--- config.mk ---
export PLATFORM = sky130hd
export DESIGN_NAME = led_pattern_ctrl
export DESIGN_NICKNAME = d
export VERILOG_FILES = /design/src/rtl/led_pkg.sv /design/src/rtl/tick_gen.sv /design/src/rtl/led_pattern_ctrl.sv
export SDC_FILE = /design/constraint.sdc
export NUM_CORES = 1
export LEC_CHECK = 0
export CAP_MARGIN = 15
export CORE_AREA = 2 2 73 47
export DETAILED_ROUTE_END_ITERATION = 16
export DIE_AREA = 0 0 75 49
export PLACE_DENSITY_LB_ADDON = 0.05
export SLEW_MARGIN = 0
export SYNTH_ARGS = -nofsm -noshare
export SYNTH_HDL_FRONTEND = slang
export SYNTH_SLANG_ARGS = --single-unit
--- constraint.sdc ---
create_clock -name clk_50m -period 1.77 [get_ports clk_50m]
set_input_delay 0.354 -clock clk_50m [delete_from_list [all_inputs] [get_ports clk_50m]]
set_output_delay 0.354 -clock clk_50m [all_outputs]
set_load 0.1 [all_outputs]
--- src/rtl/led_pkg.sv ---
// -----------------------------------------------------------------------------
// led_pkg
// Shared types and constants for the LED pattern controller.
//   led_mode_t  : display modes carried on mode_data (OFF/BLINK/CHASE/BREATHE)
//   led_state_t : control FSM states (RUN/SWITCH)
//   PWM_W       : width of the breathing PWM counter and duty register
// -----------------------------------------------------------------------------
package led_pkg;

    typedef enum logic [1:0] {
        MODE_OFF     = 2'd0,
        MODE_BLINK   = 2'd1,
        MODE_CHASE   = 2'd2,
        MODE_BREATHE = 2'd3
    } led_mode_t;

    typedef enum logic {
        ST_RUN    = 1'b0,
        ST_SWITCH = 1'b1
    } led_state_t;

    localparam int PWM_W = 8;

endpackage

--- src/rtl/tick_gen.sv ---
// -----------------------------------------------------------------------------
// tick_gen
// Prescaler producing a one-cycle strobe every TICK_DIV clocks. The count runs
// 0..TICK_DIV-1 and tick is high in the cycle where the count is TICK_DIV-1.
// tick is a flop loaded from the next count, so it is exactly that decode but
// registered.
// Ports:
//   clk_50m  in   clock
//   rst_n    in   synchronous active-low reset
//   clr      in   synchronous clear of the count (restarts the tick phase)
//   tick     out  one-cycle strobe
// -----------------------------------------------------------------------------
module tick_gen #(
    parameter int TICK_DIV = 50000
) (
    input  logic clk_50m,
    input  logic rst_n,
    input  logic clr,
    output logic tick
);

    localparam int CNT_W = (TICK_DIV > 1) ? $clog2(TICK_DIV) : 1;
    localparam logic [CNT_W-1:0] CNT_LAST = CNT_W'(TICK_DIV - 1);

    logic [CNT_W-1:0] cnt;
    logic [CNT_W-1:0] cnt_next;

    always_comb begin
        cnt_next = cnt + 1'b1;
        if (clr || (cnt == CNT_LAST)) begin
            cnt_next = '0;
        end
    end

    always_ff @(posedge clk_50m) begin
        if (!rst_n) begin
            cnt  <= '0;
            tick <= 1'b0;
        end else begin
            cnt  <= cnt_next;
            tick <= (cnt_next == CNT_LAST);
        end
    end

endmodule

--- src/rtl/led_pattern_ctrl.sv ---
// -----------------------------------------------------------------------------
// led_pattern_ctrl
// Drives NUM_LED user LEDs with an off / blink / chase / breathing pattern
// selected over a valid/ready handshake, and exports a tick strobe.
//
// Handshake: a request transfers on a rising edge where mode_valid and
// mode_ready are both high; mode_ready is high only in RUN, so a request held
// through the one-cycle SWITCH state is taken in the first RUN cycle after it.
//
// Build option: define LED_BREATHE_EN to get a PWM breathing effect in mode 3;
// without it mode 3 is identical to BLINK and the PWM logic is not built.
//
// Ports:
//   clk_50m     in   clock
//   rst_n       in   synchronous active-low reset
//   mode_valid  in   mode request valid
//   mode_data   in   requested mode (0 OFF, 1 BLINK, 2 CHASE, 3 BREATHE)
//   mode_ready  out  request can be accepted (high in RUN)
//   led         out  LED drive, 1 = on, bit 0 = usr_led12
//   tick        out  one-cycle strobe every CLK_HZ/TICK_HZ clocks
// -----------------------------------------------------------------------------
module led_pattern_ctrl
    import led_pkg::*;
#(
    parameter int CLK_HZ     = 50_000_000,
    parameter int TICK_HZ    = 1000,
    parameter int STEP_TICKS = 500,
    parameter int NUM_LED    = 3
) (
    input  logic               clk_50m,
    input  logic               rst_n,
    input  logic               mode_valid,
    input  logic [1:0]         mode_data,
    output logic               mode_ready,
    output logic [NUM_LED-1:0] led,
    output logic               tick
);

    localparam int TICK_DIV = CLK_HZ / TICK_HZ;
    localparam int STEP_W   = (STEP_TICKS > 1) ? $clog2(STEP_TICKS) : 1;
    localparam logic [STEP_W-1:0] STEP_LAST = STEP_W'(STEP_TICKS - 1);

    led_state_t        state;
    led_state_t        state_next;
    led_mode_t         cur_mode;
    logic              accept;
    logic              switching;
    logic [STEP_W-1:0] step_cnt;
    logic              step_evt;

    // ---------------- control FSM ----------------
    always_ff @(posedge clk_50m) begin
        if (!rst_n) begin
            state <= ST_RUN;
        end else begin
            state <= state_next;
        end
    end

    always_comb begin
        state_next = state;
        mode_ready = 1'b0;
        accept     = 1'b0;
        case (state)
            ST_RUN: begin
                mode_ready = 1'b1;
                if (mode_valid) begin
                    accept     = 1'b1;
                    state_next = ST_SWITCH;
                end
            end
            ST_SWITCH: begin
                state_next = ST_RUN;
            end
            default: begin
                state_next = ST_RUN;
            end
        endcase
    end

    assign switching = (state == ST_SWITCH);

    always_ff @(posedge clk_50m) begin
        if (!rst_n) begin
            cur_mode <= MODE_BLINK;
        end else if (accept) begin
            cur_mode <= led_mode_t'(mode_data);
        end
    end

    // ---------------- timebase ----------------
    // Clearing during SWITCH aligns the tick phase with the new pattern, so
    // the first step lands exactly TICK_DIV*STEP_TICKS clocks after SWITCH.
    tick_gen #(
        .TICK_DIV (TICK_DIV)
    ) u_tick_gen (
        .clk_50m (clk_50m),
        .rst_n   (rst_n),
        .clr     (switching),
        .tick    (tick)
    );

    always_ff @(posedge clk_50m) begin
        if (!rst_n) begin
            step_cnt <= '0;
        end else if (switching) begin
            step_cnt <= '0;
        end else if (tick) begin
            step_cnt <= (step_cnt == STEP_LAST) ? '0 : step_cnt + 1'b1;
        end
    end

    // Steps act only in RUN; during SWITCH the LEDs hold until the reload.
    assign step_evt = tick && (step_cnt == STEP_LAST) && !switching;

    // ---------------- breathing PWM ----------------
`ifdef LED_BREATHE_EN
    logic [PWM_W-1:0] pwm_cnt;
    logic [PWM_W-1:0] duty;
    logic             dir_up;
    logic             pwm_on;

    // Duty walks a triangle 0..255..0 one count per tick.
    always_ff @(posedge clk_50m) begin
        if (!rst_n || switching) begin
            pwm_cnt <= '0;
            duty    <= '0;
            dir_up  <= 1'b1;
        end else begin
            pwm_cnt <= pwm_cnt + 1'b1;
            if (tick) begin
                if (dir_up) begin
                    if (duty == '1) begin
                        duty   <= duty - 1'b1;
                        dir_up <= 1'b0;
                    end else begin
                        duty <= duty + 1'b1;
                    end
                end else begin
                    if (duty == '0) begin
                        duty   <= duty + 1'b1;
                        dir_up <= 1'b1;
                    end else begin
                        duty <= duty - 1'b1;
                    end
                end
            end
        end
    end

    assign pwm_on = (pwm_cnt < duty);
`endif

    // ---------------- LED register ----------------
    function automatic logic [NUM_LED-1:0] init_pattern(input led_mode_t m);
        logic [NUM_LED-1:0] p;
        p = '0;
        if (m == MODE_CHASE) begin
            p[0] = 1'b1;
        end
        return p;
    endfunction

    always_ff @(posedge clk_50m) begin
        if (!rst_n) begin
            led <= '0;
        end else if (switching) begin
            led <= init_pattern(cur_mode);
        end else begin
            case (cur_mode)
                MODE_OFF: begin
                    led <= '0;
                end
                MODE_BLINK: begin
                    if (step_evt) led <= ~led;
                end
                MODE_CHASE: begin
                    if (step_evt) led <= {led[NUM_LED-2:0], led[NUM_LED-1]};
                end
                MODE_BREATHE: begin
`ifdef LED_BREATHE_EN
                    led <= {NUM_LED{pwm_on}};
`else
                    if (step_evt) led <= ~led;
`endif
                end
                default: begin
                    led <= '0;
                end
            endcase
        end
    end

endmodule

==> impl_metrics.ini <==
[worst_setup_path]
cpMaxStageDelayCell = or4_4
end_kind = register
path_max_fanout = 2
path_buf_inv = 0
r2r_start = u_tick_gen.cnt[0]
crit_type = register to register
worst_setup_path_start_kind = register
critPathTopFamily = simple AND/OR/NAND/NOR gates
ff2ff_path_depth = 6
path_depth = 6
worstPathCellList = ha_4 -> nand3_4 -> or3_4 -> xor2_1 -> or4_4 -> nor4_2
cpPeakStageDelay_ns = 0.42
setup.worst_path.start = u_tick_gen.cnt[0]
cp.arrival_ns = 1.98
timing.rr.end = u_tick_gen.tick
cp-endpoint = u_tick_gen.tick
required_ns = 1.96
rrSetupSlack_ns = -0.01

[global_route]
overflow = 0
grt_pass1_wl_um = 5220
first_global_vias = 1181
grt_max_degree = 16
antenna_found_initial = 0
grt_use_total_pct = 18.8

[finish]
final_core_util_pct = 64.5
drive_gt1_share_pct = 25.6
layout_common_cells = 34 x nor2_1, 26 x dfxtp_1, 25 x buf_4
areaGrowthSynthToFinish_pct = 36.4
final_common_cell = nor2_1
final_nets = 209
diodes = 0

[hold_path]
hold_path_class = register to register

[clocking]
cts_buffers = 5
cts_tree = built
clk_latency_ns = 0.29
clk_pin_slew_ns = 0.07
cts_sinks = 32
clock-root-buffer = clkbuf_8
cts_max_level = 2
clockBufferDepth = 2
cts_hold_buf = 0

[drt]
ant_nets = 0
firstDrtPassIters = 4
routed-via-count = 1258
drt-total-wl_um = 3150
drc_errors = 0
wl_met2_um = 1290
drt_iter0_markers = 69
via_per_inst = 5.07
top_layer_used = met4
wl_met1_um = 1670
wl_per_cell_um = 12.7
wl_met3_um = 171

[synth]
syn_avg_cell_area_um2 = 8.83
synthesis.nets = 171
ys_types = 35
seq_area_frac_synth_pct = 44.3
ys_seq_elements = 32
synth_edf_count = 0
syn-cell-area_um2 = 1450
synthArstFlopShare_pct = 0
netlist_instances = 164
synthFlopType = dfxtp_1
synth_warnings = 0

[sta]
max_freq_mhz = 561
worst_pin_slew_ns = 0.382
rsz0062_at_grt = yes
finalCritPeriodShare_pct = 101
period_needed_ns = 1.78
drv_slew = 0
finalSetupViolCount = 1
finClkSkew_ns = 0.00706
finalHoldWorstSlack_ns = 0.525
fin_ws_ns = -0.0139
setup_tns_ns = -0.0139
slew-limit-headroom_pct = 74.4
hold_viol_final = 0

[power]
clkPwrFrac_pct = 45.4
p_comb_share_pct = 6.5
p_sw_w = 0.000345
max-vdd-ir-drop_v = 0.000581
power_density_nw_per_um2 = 779
swShare_pct = 22.4
total_leakage_power_nw = 0.729
p_seq_share_pct = 48.1
intPower_w = 0.00119

[place]
port_buffers = 9
hpwl_um = 2360
gp_congestion = 0.829

[flow_run]
maxCapViolCount = 0

[die]
coreArea_um2 = 3060
fp.dieW_um = 75
initial_utilization_pct = 47.3
die_h_um = 49
num_rows = 16
io_pins = 10
die_area_um2 = 3680

[run_status]
violations = setup timing
outcome = finished with violations
[power by group through the flow]
stage	clock network, W	logic, W	registers, W
global placement	0	0.0000968	0.000755
finish	0.000697	0.000100	0.000740
floorplan	0	0.0000468	0.000760
global route	0.000735	0.000108	0.000740
CTS	0.000709	0.000101	0.000740
detailed placement	0	0.0000985	0.000756
[sequential cells by signal (all words and copies together), names as in the netlist]
| signal | cells |
|---|---|
| cur_mode | 2 |
| led | 3 |
| state | 1 |
| step_cnt | 9 |
| u_tick_gen.cnt | 16 |
| u_tick_gen.tick | 1 |
[layout make-up]
type	count	area, um^2
Clock inverter	2	35.0
Inverter	8	30.0
Fill cell	280	1090
Tap cell	45	56.3
Timing Repair Buffer	35	339
Sequential cell	32	653
Clock buffer	6	72.6
Multi-Input combinational cell	120	788
[Yosys cell counts, drive strengths merged (2+ instances only)]
library cell	count	area (um^2)
nand4	7	50.1
dfxtp	32	641
nor3	4	20.0
or4	3	26.3
nor2b	3	18.8
xor2	10	87.6
nor2	34	128
nand2	11	41.3
nand2b	2	12.5
ha	2	25.0
a31oi	2	12.5
nor3b	2	15.0
nor4	3	25.0
nand3	5	30.0
o31ai	2	15.0
inv	8	30.0
clkbuf	3	11.3
mux2i	4	40.0
xnor2	14	123
a211oi	2	15.0
[cells by family after synthesis]
| kind of cell | after synthesis | share of synthesized area, % |
|---|---|---|
| adders and majority gates | 2 | 1.73 |
| AOI/OAI and AO/OA | 12 | 5.96 |
| xor gates and xnor gates | 24 | 14.5 |
| muxes | 4 | 2.77 |
| DFF | 32 | 44.3 |
| buffers and inverters | 12 | 3.20 |
| and+or+nand+nor | 78 | 27.6 |
[worst reg2reg max path, stage by stage, from the launching register on]
cell	delay (ns)
dfxtp_4	0.36
ha_4	0.14
nand3_4	0.08
or3_4	0.38
xor2_1	0.16
or4_4	0.42
nor4_2	0.14
[how the worst min path moves through the flow]
| stage | from | depth (start not counted) | to | slack [ns] |
|---|---|---|---|---|
| finish | step_cnt[8] | 2 | step_cnt[8] | 0.52 |
| global route | cur_mode[1] | 2 | led[1] | 0.56 |
| CTS | step_cnt[8] | 2 | step_cnt[8] | 0.53 |
| detailed placement | step_cnt[8] | 2 | step_cnt[8] | 0.51 |
| global placement | step_cnt[7] | 2 | step_cnt[7] | 0.50 |
| floorplan | u_tick_gen.cnt[0] | 1 | u_tick_gen.cnt[0] | 0.44 |
[routing by layer]
metal,vias up,track usage (%)
met5,-,0
met4,0,3.57
met3,2,6.82
met2,26,26.0
met1,601,28.1
li1,629,-
[stage by stage]
step                      setup slack [ns]  total power (W)  cells  area, um^2
after floorplan                    -0.0260         0.000807    164        1470
after global placement              -0.201         0.000851    239        1840
after detailed placement            -0.334         0.000854    239        1840
after CTS                          -0.0230          0.00155    248        1970
after global routing               -0.0721          0.00158    248        1970
final                              -0.0139          0.00154    248        1970
[timing repair]
action                     CTS  global route
gates resized for setup      5             1
setup buffers                1             0
setup endpoints to repair    2             1
pin swaps                    8             1
Power figures use the tool's default switching activity.
